### src/rtl/axis_1553_pkg.sv
// Shared definitions for the axis_1553 encoder/decoder pair: sync codes, tuser layout,
// line-level codes, decoder state encoding and half-bit timing derivation.
package axis_1553_pkg;

  localparam logic [1:0] SYNC_CMD  = 2'b10;
  localparam logic [1:0] SYNC_DATA = 2'b01;

  localparam logic [1:0] LINE_HI  = 2'b10;
  localparam logic [1:0] LINE_LO  = 2'b01;
  localparam logic [1:0] LINE_INV = 2'b00;

  localparam int TU_SYNC_HI = 7;
  localparam int TU_SYNC_LO = 6;
  localparam int TU_OVR     = 2;
  localparam int TU_MERR    = 1;
  localparam int TU_PAR_OK  = 0;

  localparam logic [1:0] ST_IDLE  = 2'd0;
  localparam logic [1:0] ST_SYNC2 = 2'd1;
  localparam logic [1:0] ST_DATA  = 2'd2;

  // 1553 runs at 1 Mbit/s, so one half-bit lasts 500 ns.
  function automatic int hb_clks(input int clock_speed);
    return clock_speed / 2000000;
  endfunction

  function automatic logic is_valid(input logic [1:0] lvl);
    return (lvl == LINE_HI) || (lvl == LINE_LO);
  endfunction

endpackage

### src/rtl/axis_1553_dec_sampler.sv
// Line front end for the 1553 decoder: two-flop synchronizer, HI<->LO transition
// detect, and a saturating run counter of the level seen before the current sample.
module axis_1553_dec_sampler
  import axis_1553_pkg::*;
#(
  parameter int CLOCK_SPEED = 20000000
) (
  input  logic                                       aclk,
  input  logic                                       arst,
  input  logic [1:0]                                 diff,
  output logic [1:0]                                 line,
  output logic                                       trans,
  output logic [$clog2(5*hb_clks(CLOCK_SPEED)+1)-1:0] run
);
  localparam int HB = hb_clks(CLOCK_SPEED);
  localparam int RW = $clog2(5 * HB + 1);
  localparam logic [RW-1:0] RUN_SAT = RW'(5 * HB);

  logic [1:0]    sync1_q, sync1_d, sync2_q, sync2_d, prev_q, prev_d;
  logic [RW-1:0] run_q, run_d;

  always_comb begin
    // NOTE: every combinational output gets a value on every path, so no latch is inferred.
    sync1_d = diff;
    sync2_d = sync1_q;
    prev_d  = sync2_q;
    trans   = ((sync2_q == LINE_HI) && (prev_q == LINE_LO)) ||
              ((sync2_q == LINE_LO) && (prev_q == LINE_HI));
    // run_q ends up holding the length of the level that just ended when trans fires.
    if (!is_valid(sync2_q))  run_d = '0;
    else if (trans)          run_d = RW'(1);
    else if (run_q == RUN_SAT) run_d = run_q;
    else                     run_d = run_q + RW'(1);
  end

  always_ff @(posedge aclk) begin
    // NOTE: state flops use non-blocking assignment so all of them update together at the edge.
    if (arst) begin
      sync1_q <= LINE_INV;
      sync2_q <= LINE_INV;
      prev_q  <= LINE_INV;
      run_q   <= '0;
    end else begin
      sync1_q <= sync1_d;
      sync2_q <= sync2_d;
      prev_q  <= prev_d;
      run_q   <= run_d;
    end
  end

  assign line = sync2_q;
  assign run  = run_q;

endmodule

### src/rtl/axis_1553_decoder.sv
// MIL-STD-1553 Manchester II receiver emitting one AXIS beat per 20-bit word.
// Define DEC_ERR_REPORT_EN to emit Manchester-error words (tuser[1]=1) instead of dropping them.
module axis_1553_decoder
  import axis_1553_pkg::*;
#(
  parameter int CLOCK_SPEED = 20000000
) (
  input  logic        aclk,
  input  logic        arst,
  input  logic [1:0]  diff,
  output logic [15:0] m_axis_tdata,
  output logic [7:0]  m_axis_tuser,
  output logic        m_axis_tvalid,
  input  logic        m_axis_tready
);
  localparam int HB = hb_clks(CLOCK_SPEED);
  localparam int RW = $clog2(5 * HB + 1);

  localparam logic [RW-1:0] RUN_MIN   = RW'((5 * HB) / 2);
  localparam logic [RW-1:0] RUN_LIM   = RW'((9 * HB) / 2);
  localparam logic [RW-1:0] SAMPLE_0  = RW'(HB / 2);
  localparam logic [RW-1:0] SYNC_S1   = RW'((3 * HB) / 2);
  localparam logic [RW-1:0] SYNC_S2   = RW'((5 * HB) / 2);
  localparam logic [RW-1:0] SYNC_LAST = RW'(3 * HB - 1);
  localparam logic [RW-1:0] HB_LAST   = RW'(HB - 1);
  localparam logic [4:0]    LAST_BIT  = 5'd16;

`ifdef DEC_ERR_REPORT_EN
  localparam logic ERR_REPORT = 1'b1;
`else
  localparam logic ERR_REPORT = 1'b0;
`endif

  logic [1:0]    line;
  logic          trans;
  logic [RW-1:0] run;

  axis_1553_dec_sampler #(.CLOCK_SPEED(CLOCK_SPEED)) u_sampler (
    .aclk  (aclk),
    .arst  (arst),
    .diff  (diff),
    .line  (line),
    .trans (trans),
    .run   (run)
  );

  logic [1:0]    state_q, state_d, sync_q, sync_d, first_q, first_d, opp_level;
  logic [RW-1:0] cnt_q, cnt_d;
  logic          half_q, half_d, err_q, err_d, ovr_q, ovr_d;
  logic [4:0]    bit_q, bit_d;
  logic [16:0]   shift_q, shift_d;
  logic [15:0]   tdata_q, tdata_d;
  logic [7:0]    tuser_q, tuser_d, tuser_new;
  logic          tvalid_q, tvalid_d;
  logic          word_done, bit_val, bit_bad;

  always_comb begin
    state_d   = state_q;
    cnt_d     = cnt_q;
    half_d    = half_q;
    bit_d     = bit_q;
    first_d   = first_q;
    shift_d   = shift_q;
    sync_d    = sync_q;
    err_d     = err_q;
    word_done = 1'b0;
    bit_val   = 1'b0;
    bit_bad   = 1'b0;
    opp_level = (sync_q == SYNC_CMD) ? LINE_LO : LINE_HI;

    case (state_q)
      ST_IDLE: begin
        // The edge cycle counts as position 0, so the counter resumes at 1.
        if (trans && (run >= RUN_MIN) && (run <= RUN_LIM)) begin
          state_d = ST_SYNC2;
          cnt_d   = RW'(1);
          sync_d  = (line == LINE_LO) ? SYNC_CMD : SYNC_DATA;
          err_d   = 1'b0;
        end
      end
      ST_SYNC2: begin
        cnt_d = cnt_q + RW'(1);
        if (((cnt_q == SAMPLE_0) || (cnt_q == SYNC_S1) || (cnt_q == SYNC_S2)) && (line != opp_level)) begin
          state_d = ST_IDLE;
        end else if (cnt_q == SYNC_LAST) begin
          state_d = ST_DATA;
          cnt_d   = '0;
          half_d  = 1'b0;
          bit_d   = '0;
        end
      end
      ST_DATA: begin
        cnt_d = cnt_q + RW'(1);
        if (cnt_q == HB_LAST) begin
          cnt_d  = '0;
          half_d = ~half_q;
        end
        // A transition near mid-bit marks the start of the second half: resync to it.
        if (trans && (half_q ? (cnt_q < SAMPLE_0) : (cnt_q > SAMPLE_0))) begin
          cnt_d  = RW'(1);
          half_d = 1'b1;
        end
        if (cnt_q == SAMPLE_0) begin
          if (!half_q) begin
            first_d = line;
          end else begin
            bit_val = (first_q == LINE_HI) && (line == LINE_LO);
            bit_bad = !(bit_val || ((first_q == LINE_LO) && (line == LINE_HI)));
            shift_d = {shift_q[15:0], bit_val};
            err_d   = err_q | bit_bad;
            bit_d   = bit_q + 5'd1;
            if (bit_bad && !ERR_REPORT) begin
              state_d = ST_IDLE;
            end else if (bit_q == LAST_BIT) begin
              word_done = 1'b1;
              state_d   = ST_IDLE;
            end
          end
        end
      end
      default: state_d = ST_IDLE;
    endcase
  end

  always_comb begin
    tdata_d   = tdata_q;
    tuser_d   = tuser_q;
    tvalid_d  = tvalid_q;
    ovr_d     = ovr_q;
    tuser_new = '0;
    tuser_new[TU_SYNC_HI:TU_SYNC_LO] = sync_q;
    tuser_new[TU_OVR]    = ovr_q;
    tuser_new[TU_MERR]   = err_d & ERR_REPORT;
    tuser_new[TU_PAR_OK] = ^shift_d;

    if (tvalid_q && m_axis_tready) tvalid_d = 1'b0;
    if (word_done) begin
      if (tvalid_q && !m_axis_tready) begin
        ovr_d = 1'b1;
      end else begin
        tdata_d  = shift_d[16:1];
        tuser_d  = tuser_new;
        tvalid_d = 1'b1;
        ovr_d    = 1'b0;
      end
    end
  end

  always_ff @(posedge aclk) begin
    if (arst) begin
      state_q  <= ST_IDLE;
      cnt_q    <= '0;
      half_q   <= 1'b0;
      bit_q    <= '0;
      first_q  <= LINE_INV;
      shift_q  <= '0;
      sync_q   <= SYNC_DATA;
      err_q    <= 1'b0;
      ovr_q    <= 1'b0;
      tdata_q  <= '0;
      tuser_q  <= '0;
      tvalid_q <= 1'b0;
    end else begin
      state_q  <= state_d;
      cnt_q    <= cnt_d;
      half_q   <= half_d;
      bit_q    <= bit_d;
      first_q  <= first_d;
      shift_q  <= shift_d;
      sync_q   <= sync_d;
      err_q    <= err_d;
      ovr_q    <= ovr_d;
      tdata_q  <= tdata_d;
      tuser_q  <= tuser_d;
      tvalid_q <= tvalid_d;
    end
  end

  assign m_axis_tdata  = tdata_q;
  assign m_axis_tuser  = tuser_q;
  assign m_axis_tvalid = tvalid_q;

endmodule

### config.mk
export PLATFORM = sky130hd
export DESIGN_NAME = axis_1553_decoder
export DESIGN_NICKNAME = d
export VERILOG_FILES = /design/src/rtl/axis_1553_pkg.sv /design/src/rtl/axis_1553_dec_sampler.sv /design/src/rtl/axis_1553_decoder.sv
export SDC_FILE = /design/constraint.sdc
export NUM_CORES = 1
export LEC_CHECK = 0
export CAP_MARGIN = 20
export CORE_MARGIN = 2
export CORE_UTILIZATION = 47
export CTS_CLUSTER_SIZE = 16
export DETAILED_ROUTE_END_ITERATION = 16
export PLACE_DENSITY = 0.74
export SLEW_MARGIN = 20
export SYNTH_ARGS = -nofsm -noshare
export SYNTH_HDL_FRONTEND = slang
export SYNTH_SLANG_ARGS = --single-unit
### constraint.sdc
create_clock -name aclk -period 2.9 [get_ports aclk]
set_input_delay 0.87 -clock aclk [delete_from_list [all_inputs] [get_ports aclk]]
set_output_delay 0.87 -clock aclk [all_outputs]
set_load 0.005 [all_outputs]
---- After elaboration in Yosys (flattened, before gate mapping) ----
Cells that the tools add are included.
Widths: inputs -> output; s select.
storage, ports and cells
  register bits after elaboration ......... 69
  bits of input ports ..................... 5
  output and inout bits ................... 25
  logic and storage cells ................. 122
cells by class
  add/sub/neg operators ................... 3
  magnitude comparators ................... 4
  eq/ne operators ......................... 26
  mux-type cells .......................... 41
  bitwise gates (word level) .............. 3
  reduce and logical (&&, ||, !) cells .... 29
operators with widths
  operator             count
  $mux 17              3
  $mux 6               5
  $mux 5               4
  $mux 2               9
  $pmux 6 s3           1
  $reduce_xor 17->1    1
  $mux 1               16
  $add 6x1->6 const B  2
  $eq 6x4->1 const B   2
  $eq 6x5->1 const B   2
  $ne 2x2->1 const B   6
  $eq 2x2->1 const B   5
  $logic_and 1x1->1    10
  $pmux 5 s2           1
  $reduce_and 5->1     2
  $ne 3x3->1 const B   3
  $eq 2x1->1 const B   4
  $eq 6x3->1 const B   1
  $eq 6x6->1 const B   1
  $ge 6x5->1 const B   1
  $gt 6x3->1 const B   1
  $le 6x6->1 const B   1
  $lt 6x3->1 const B   1
  $pmux 2 s3           1
  other kinds (15)     23

---- Logic depth before layout (Yosys ltp) ----
  word-level depth ........................ 8
  depth in mapped cells ................... 10
  mapped depth without buffers ............ 8

---- Modules after synthesis ----
Synthesis repeated with hierarchy kept, for this count alone.
unflattened totals
  cell total of the unflattened synthesis .. 363
  area, all modules ....................... 3,304.4 µm²
modules (own cells, without submodules)
  module                 instances  cells an instance  area an instance (µm²)
  axis_1553_decoder      1          311                2,800.2
  axis_1553_dec_sampler  1          52                 504.2

---- Least setup slack after synthesis ----
No wires, ideal clock.
  path kind ............................... reg2reg
  from .................................... register cnt_q[0]
  to ...................................... register state_q[0]
  arrival time ............................ 2,207 ps
  required time ........................... 2,772 ps
  path slack .............................. 566 ps
  stages on the path, launching flop included .. 8
  clock period less this slack ............ 2,334 ps
  cell sequence ........................... dfxtp_1 ha_1 mux2i_1 o32a_1 or4_4 a222oi_1 mux2i_1 nor2_1
between the ends
  cells in the longest elaborated chain, start to end .. 6
  elaborated cells between the ends (all ways) .. 12
  those cells by class .................... eq/ne (6); mux (2); reduce/logical (4)
ends and longest elaborated chain
  what                                                      RTL line                                           RTL
  from (decl)                                               axis_1553_decoder.sv:48                            logic [RW-1:0] cnt_q, cnt_d;
  from (signal assigned)                                    axis_1553_decoder.sv:165                           cnt_q <= cnt_d;
  $eq 6x3->1 or $eq 6x4->1 (tied branches)                  axis_1553_decoder.sv:83, axis_1553_decoder.sv:103
  $logic_or 1x1->1 (2 in a row)                             axis_1553_decoder.sv:83                            if (((cnt_q == SAMPLE_0) || (cnt_q == SYNC_S1) || (cnt_q == SYNC_S2)) && (line != opp_level)) begin
  $logic_and 1x1->1                                         axis_1553_decoder.sv:83
  $ne 3x3->1 (no line) or $mux 2 (tied branches)            n/a
  $reduce_and 5->1 (no line) or $pmux 2 s3 (tied branches)  n/a
  to (signal assigned)                                      axis_1553_decoder.sv:164                           state_q <= state_d;
  to (decl)                                                 axis_1553_decoder.sv:47                            logic [1:0] state_q, state_d, sync_q, sync_d, first_q, first_d, opp_level;
Several ways; a longest one is shown, not always the timed one.
A chain may end at the register's enable or synchronous reset.

---- Final worst setup path ----
Ends and elaborated chain as after synthesis.

==> flow_metrics.py <==
metrics = {
    "status": {
        "outcome": "finished clean",
    },
    "timing": {
        "finalHoldViolCount": 0,
        "relSlewSlack_pct": 59.00,
        "maxSlewViolCount": 0,
        "min_period_ns": 2.508,
        "fmax_mhz": 398.7,
        "timing.final.ws_setup_ns": 0.3921,
        "finalSetupTns_ns": 0,
        "rsz0062_at_grt": "no",
        "worst_pin_slew_ns": 0.6109,
        "setup_viol": 0,
        "finalCritPeriodShare_pct": 86.48,
        "finalClockSkew_ns": 0.01185,
    },
    "final_layout": {
        "fin_cells": 470,
        "area_growth_pct": 15.55,
        "final_area_um2": 3719,
        "antenna_cells": 0,
        "regArea_um2": 1381,
        "nets": 405,
        "multi_input_area_um2": 1672,
        "drive_gt1_share_pct": 7.692,
        "nFillCells": 602,
    },
    "floorplanning": {
        "die-area_um2": 7525,
        "chipWidth_um": 86.75,
        "num_rows": 30,
        "die_h_um": 86.75,
        "core_area_um2": 6719,
        "start_util_pct": 47.90,
        "io_pins": 30,
    },
    "setup_path": {
        "max_stage_delay_ns": 0.52,
        "worstPathRequired_ns": 3.15,
        "arrival_ns": 2.76,
        "critPathBufInv": 0,
        "crit_path_frequent_cell": "mux2i_1",
        "crit_fanout": 7,
        "cp_cell_sequence": "ha_1, mux2i_1, o32a_1, or4_4, a222oi_1, mux2i_1, nor2_1",
        "worst_path_max_delay_cell": "or4_4",
        "end_kind": "flip-flop",
        "cp-start-kind": "flip-flop",
        "critical_path_class": "flip-flop to flip-flop",
        "cp_top_family": "compound AO/OA/AOI/OAI gates",
    },
    "synth": {
        "ys_seq_area_share_pct": 42.92,
        "ys_warn_count": 0,
        "synth_top_area_share_pct": 42.92,
        "synth.area.top_cells": "dfxtp_1, mux2i_1, nor2_1",
        "yosysTopAreaCell": "dfxtp_1",
        "syn_avg_cell_area_um2": 8.890,
        "synth_ff_type": "dfxtp_1",
        "synth_cell_types": 46,
        "netlist_area_um2": 3218,
        "synth.most_common_cell": "dfxtp_1",
        "synth_edf_count": 0,
        "ys_top_cells_by_count": "dfxtp_1, nor2_1, mux2i_1, inv_1, a211oi_1",
        "synth_async_sr_flop_share_pct": 0,
        "syn_inst": 362,
        "ys_ff_latch": 69,
    },
    "detailed_routing": {
        "post_drt_via_cell_ratio": 5.389,
        "firstDrtPassIters": 4,
        "drtAntennaViolNets": 0,
        "vias": 2533,
        "drc": 0,
        "wl_um": 6261,
        "wire_per_inst_um": 13.32,
        "drtIter0Drc": 91,
    },
    "cts": {
        "cts_tree": "yes",
        "cts-htree-levels": 3,
        "clock_latency_ns": 0.36,
        "post-cts-setup-buffers": 0,
        "clk_path_buf_depth": 2,
        "clkTransAtPathRegs_ns": 0.08,
        "cts_resized": 0,
        "cts-root-buf": "clkbuf_8",
        "clock_sinks": 69,
        "numCtsBuffers": 9,
        "holdBufCountCts": 0,
    },
    "grt": {
        "grt_pass1_vias": 2331,
        "grt-ovfl-total": 0,
        "grt_pass1_wl_um": 10800,
        "antenna_found_initial": 0,
        "grt_use_total_pct": 17.98,
        "grt_max_degree": 39,
    },
    "power_and_ir_drop": {
        "p_comb_share_pct": 8.7,
        "p_switching_uw": 552.5,
        "p_int_uw": 1367,
        "clkPwrFrac_pct": 40.7,
        "p_total_uw": 1919,
        "peakVddDrop_mv": 0.3447,
        "switching_share_pct": 28.79,
        "leakage_uw": 0.001322,
        "p_seq_share_pct": 50.6,
        "power_density_nw_per_um2": 516.1,
    },
    "worst_hold_path": {
        "hold_class": "flip-flop to flip-flop",
    },
    "placed_design": {
        "globalplace.congestion": 0.8499,
        "postPlaceCellArea_um2": 3518,
        "dp.cells": 454,
        "hpwl_um": 4431,
        "port_buffers": 25,
        "pre_cts_ws_ns": 0.4186,
    },
    "run": {
        "timing.max_cap.violations": 0,
    },
}
## cell families (layout without fill, tap and decap cells)
logic type / Yosys count / in the layout / share of synthesized area [%]
adders and majority gates: 15 / 15 / 5.832
xor gates and xnor gates: 21 / 21 / 5.715
other: 1 / 4 / 0.1165
AOI/OAI and AO/OA: 62 / 62 / 13.14
DFF: 69 / 69 / 42.92
and+or+nand+nor: 127 / 127 / 18.86
muxes: 25 / 25 / 7.776
buffers and inverters: 42 / 67 / 5.638
## final cells by class
class / instances / area share [%]
clock buffer: 9 / 3.331
clock inverter: 7 / 2.052
inverter: 20 / 2.019
multi-input combinational: 254 / 44.95
sequential: 69 / 37.15
tap: 80 / 2.692
timing repair buffer: 31 / 7.806
## placed cells by master, fill, tap and decap left out, types with 3 or more instances in the layout
master,synthesis,layout
nand4_1,6,6
a211oi_1,18,18
a21o_1,3,3
inv_8,0,3
nor2b_1,6,6
buf_4,5,6
nand2b_1,5,5
o2bb2ai_1,4,4
mux2i_1,25,25
xor2_1,5,5
nor3_1,7,6
a31oi_1,4,4
nor2_1,61,61
and3_1,5,5
clkdlybuf4s50_1,0,24
o211ai_1,3,3
ha_1,15,15
inv_1,19,19
nand2_1,13,13
clkbuf_8,0,9
a21oi_1,13,13
xnor2_1,16,16
o21ai_0,6,6
nand3_1,12,12
conb_1,1,4
dfxtp_1,69,69
## path summary, 6_finish.rpt
path	slack (ns)	depth (start not counted)	end	startpoint
setup / recovery	0.39	7	state_q[0]	cnt_q[0]
hold / removal	0.44	1	u_sampler.line[0]	u_sampler.sync1_q[0]
setup reg to reg	0.39	7	state_q[0]	cnt_q[0]
hold reg to reg	0.44	1	u_sampler.line[0]	u_sampler.sync1_q[0]
## state kept, by name, summed over array words and instances (netlist names), 2 cells and up
signal,flops
m_axis_tdata,16
shift_q,17
m_axis_tuser,4
u_sampler.line,2
cnt_q,6
first_q,2
bit_q,5
sync_q,2
state_q,2
u_sampler.sync1_q,2
u_sampler.run,6
u_sampler.prev_q,2
## stage by stage
stage | utilization (%) | hold slack, ns
2_1_floorplan | - | 0.4138
3_3_place_gp | 52.36 | 0.4183
3_5_place_dp | 52.36 | 0.4223
4_1_cts | 55.34 | 0.4424
5_1_grt | 55.34 | 0.4638
6_report | 55.34 | 0.4397
## power groups by stage
stage / registers, µW / clock network [µW] / logic, µW
after detailed placement: 994 / 0 / 163
after global placement: 994 / 0 / 159
final: 972 / 781 / 166
after floorplan: 992 / 0 / 125
after CTS: 972 / 804 / 164
after global routing: 975 / 838 / 187
## per-layer routing
layer	up-vias	routed length [µm]	track usage, %
met4	0	119	6.960
met1	1167	2930	23.12
met3	13	280	5.619
met2	59	2931	28.25
li1	1294	-	-
met5	-	0	0
(Power assumes the default switching activity.)
==> patch 1, RTL diff (same flow settings) <==
`CLOCK_SPEED` is set to 20000000 in 2 places; all go to 5000000.
--- a/src/rtl/axis_1553_dec_sampler.sv
+++ b/src/rtl/axis_1553_dec_sampler.sv
@@ -3,7 +3,7 @@
 module axis_1553_dec_sampler
   import axis_1553_pkg::*;
 #(
-  parameter int CLOCK_SPEED = 20000000
+  parameter int CLOCK_SPEED = 5000000
 ) (
   input  logic                                       aclk,
   input  logic                                       arst,
--- a/src/rtl/axis_1553_decoder.sv
+++ b/src/rtl/axis_1553_decoder.sv
@@ -3,7 +3,7 @@
 module axis_1553_decoder
   import axis_1553_pkg::*;
 #(
-  parameter int CLOCK_SPEED = 20000000
+  parameter int CLOCK_SPEED = 5000000
 ) (
   input  logic        aclk,
   input  logic        arst,
Behaviour: same outputs for any inputs over 10 cycles, from zero or initial values and one cycle with arst high; that may be too few to reach the edited logic, so the function may still have changed.
==> patch 1 against the unedited design <==
Wire length decreased by 10%. Final area decreased by 4.1%. Worst setup slack improved by 0.23 ns. Non-clock buffer count decreased by 2. Count of clock-buffer cells in the layout increased by 2. Total power decreased by 6.1%. Critical endpoint is now m_axis_tdata[7]. Sequential cell count decreased by 4. Combinational power about the same. Area after synthesis decreased by 3.3%. Die area decreased by 3.2%.
==> patch 1: results (changes against the unedited design) <==
CP max-delay cell=nor2b_4; Hold Path Depth=1 (unchanged); R2R Path Start=state_q[0]; Worst EP arrival=2.54 ns (-0.22 ns); RR Endpoint=m_axis_tdata[7]; nets=376 (-7.2%); top cells by instance count after synthesis=65 x dfxtp_1, 55 x nor2_1, 22 x mux2i_1, 16 x ha_1, 16 x xnor2_1; H-tree depth=3 (unchanged); outcome=complete, no violations; final wirelength=5.619 mm (-10%); hold wc startpoint=u_sampler.sync1_q[0]; worst-case clock skew=0.01100 ns (-0.0008511 ns); critical path's largest stage delay=0.43 ns (-0.09 ns); crit-path max FO=24 (+17); Hold Worst Slack=0.4496 ns (+0.009970 ns); CP endpoint kind=flip-flop; All-Layer GR Usage=17.07% (-0.91 points); share of layout cells above drive strength 1=11.11% (+3.4 points); gpl congestion=0.7806 (-8.2%); fillcell total=603 (+0.17%); maximum VDD drop=0.0005024 V (+46%); initial antenna violation count=0 (unchanged); DP Area=3385 sq um (-3.8%); Hold EP=u_sampler.line[0]; CTS Buf Count=9 (unchanged); top post-synthesis cells by area=dfxtp_1 42%, mux2i_1 7.1%, nor2_1 6.6%; DP Wirelength=3.969 mm (-10%); post-synthesis cell type count=45 (-2.2%); drt first pass iters=4 (unchanged); global-route wire length before repair=9.901 mm (-8.3%); post-CTS sizing=0 (unchanged); routed vias=2312 (-8.7%); Post-CTS Repair Setup Buffers=0 (unchanged); Post-synth ARST share=0% (unchanged); Slew HR=53.28% (-5.7 points); Reg2Reg Depth=8 (+1); Worst-Skew Late Latency=0.34 ns (-0.02 ns); Worst Setup SP=state_q[0]; Root Buffer=clkbuf_8; pin count of the biggest net entering global routing=36 (-7.7%); vias in the first global route=2153 (-7.6%); Pleak=1.206 nW (-8.8%); Biggest register=shift_q; post-synthesis sequential area ratio=41.83% (-1.1 points); Port Buffers=25 (unchanged); worst hold path type=flip-flop to flip-flop; R2R setup slack=0.63 ns (+0.23 ns); switching pwr=490.0 uW (-11%); number of DRC markers in iteration 0=156 (+71%)
patch 1: kinds of logic after synthesis:
kind of cell | count (synthesis) | synth area share (%)
AOI/OAI and AO/OA | 59 | 14.60
xor gates and xnor gates | 19 | 5.350
adders and majority gates | 16 | 6.436
buffers and inverters | 31 | 5.390
DFF | 65 | 41.83
muxes | 22 | 7.080
other | 1 | 0.1206
and+or+nand+nor | 119 | 19.19
patch 1: critical path, delay by kind of cell (launching register included):
kind	cells	cell delay, ns
and+or+nand+nor	4	0.89
adders and majority gates	1	0.42
DFF	1	0.34
AOI/OAI and AO/OA	1	0.20
buffers and inverters	2	0.32
patch 1: power groups by stage:
stage	sequential (mW)	combinational, mW	clock (mW)
2_1_floorplan	0.939	0.142	0
3_3_place_gp	0.949	0.161	0
3_5_place_dp	0.949	0.164	0
4_1_cts	0.929	0.166	0.725
5_1_grt	0.932	0.191	0.761
6_report	0.929	0.166	0.706
patch 1: per-stage QoR:
| step | cells | power (mW) | worst slack, ns | util, % |
|---|---|---|---|---|
| 3_3_place_gp | 421 | 1.110 | 0.4848 | 53.00 |
| 5_1_grt | 437 | 1.884 | 0.4583 | 55.84 |
| 4_1_cts | 437 | 1.819 | 0.6059 | 55.84 |
| 3_5_place_dp | 421 | 1.113 | 0.4056 | 53.00 |
| 2_1_floorplan | 335 | 1.081 | 1.027 | - |
| 6_report | 437 | 1.801 | 0.6255 | 55.84 |
patch 1: area by class of cell:
cell class	count	share of cell area (%)
tap	77	2.702
timing repair buffer	29	8.070
multi-input combinational	239	46.49
inverter	11	1.158
sequential	65	36.49
clock buffer	11	3.965
clock inverter	5	1.123
patch 1: routing by layer:
layer  GRT usage, %  wire length (microns)  vias up
met4          5.195                     92        0
met5              0                      0        -
met2          27.06                   2612       44
li1               -                      -     1183
met3          5.934                    220        9
met1          21.95                   2694     1076
==> patch 2, RTL diff (same flow settings) <==
Made on the original files. Take the reset off `shift_q` and load it in a clocked block of its own.
--- a/src/rtl/axis_1553_decoder.sv
+++ b/src/rtl/axis_1553_decoder.sv
@@ -153,7 +153,6 @@
       half_q   <= 1'b0;
       bit_q    <= '0;
       first_q  <= LINE_INV;
-      shift_q  <= '0;
       sync_q   <= SYNC_DATA;
       err_q    <= 1'b0;
       ovr_q    <= 1'b0;
@@ -166,7 +165,6 @@
       half_q   <= half_d;
       bit_q    <= bit_d;
       first_q  <= first_d;
-      shift_q  <= shift_d;
       sync_q   <= sync_d;
       err_q    <= err_d;
       ovr_q    <= ovr_d;
@@ -176,6 +174,10 @@
     end
   end
 
+  always_ff @(posedge aclk) begin
+    shift_q <= shift_d;
+  end
+
   assign m_axis_tdata  = tdata_q;
   assign m_axis_tuser  = tuser_q;
   assign m_axis_tvalid = tvalid_q;
Formal check against the unedited RTL: no difference found for any inputs over 10 cycles, from zero or initial values and one cycle with arst high; that may be too few to reach the edited logic, so the function may still have changed.
==> patch 2 against the unedited design <==
Die area rose by 2.2%. Area after synthesis rose by 2.3%. Wire length decreased by 4.3%. Worst setup slack better by 0.32 ns. Sequential cell count unchanged. Final area grew 1.4%. Cell count down 1.1%. Highest routed layer unchanged.
Power is not compared: it rests on default switching activity, and its combinational part moved more than twofold at a synthesized area within 25%.
==> patch 2: results (changes against the unedited design) <==
Worst Setup SP=u_sampler.line[1]; fillcell total=613 (+1.8%); post-synthesis cell type count=52 (+13%); R2R setup slack=0.71 ns (+0.32 ns); Worst EP arrival=2.44 ns (-0.32 ns); post-synthesis mux area share=12.47% (+4.7 points); post-synthesis sequential area ratio=41.98% (-0.95 points); worst slack at placement=0.6496 ns (+0.2310 ns); Placed Cells=449 (-1.1%); routed vias=2368 (-6.5%); XOR/XNOR Fraction of Synth Area=6.388% (+0.67 points); final wirelength=5.989 mm (-4.3%); nets=384 (-5.2%); GR Util met3=5.749% (+0.13 points); share of layout cells above drive strength 1=11.65% (+4.0 points); GRT met2 Usage=27.48% (-0.77 points); Slew HR=61.62% (+2.6 points); WL met1=2.809 mm (-4.1%); Reg2Reg Depth=8 (+1); crit-path max FO=6 (-1); DP Area=3557 sq um (+1.1%); gpl congestion=0.8218 (-3.3%); outcome=complete, no violations; syn_area_per_cell=9.650 sq um (+8.6%); Synth Area in Adders=5.703% (-0.13 points); drt via density=5.092 (-5.5%); RR Endpoint=cnt_q[3]; GR Layer Usage met1=21.43% (-1.7 points); number of DRC markers in iteration 0=83 (-8.8%); DP Wirelength=4.306 mm (-2.8%); Worst-Skew Late Latency=0.33 ns (-0.03 ns); hold wc startpoint=u_sampler.sync1_q[1]
patch 2: how the worst min path moves through the flow:
stage | endpoint | slack [ns] | cells after the start
final | u_sampler.line[1] | 0.44 | 1
after global routing | u_sampler.line[1] | 0.45 | 1
after CTS | u_sampler.line[1] | 0.45 | 1
after detailed placement | u_sampler.line[1] | 0.43 | 1
after global placement | u_sampler.line[1] | 0.43 | 1
after floorplan | u_sampler.line[0] | 0.41 | 1
patch 2: layout make-up:
type | instances | area [sq um] | area share (%)
Sequential cell | 69 | 1381 | 36.63
Tap cell | 96 | 120.1 | 3.185
Inverter | 16 | 60.06 | 1.593
Clock inverter | 6 | 86.33 | 2.289
Clock buffer | 10 | 127.6 | 3.384
Multi-Input combinational cell | 239 | 1715 | 45.49
Timing Repair Buffer | 29 | 280.3 | 7.432
patch 2: where the power goes:
part | internal [mW] | switching [mW]
sequential | 0.951 | 0.00310
combinational | 0.0127 | 0.0203
clock | 0.484 | 0.354
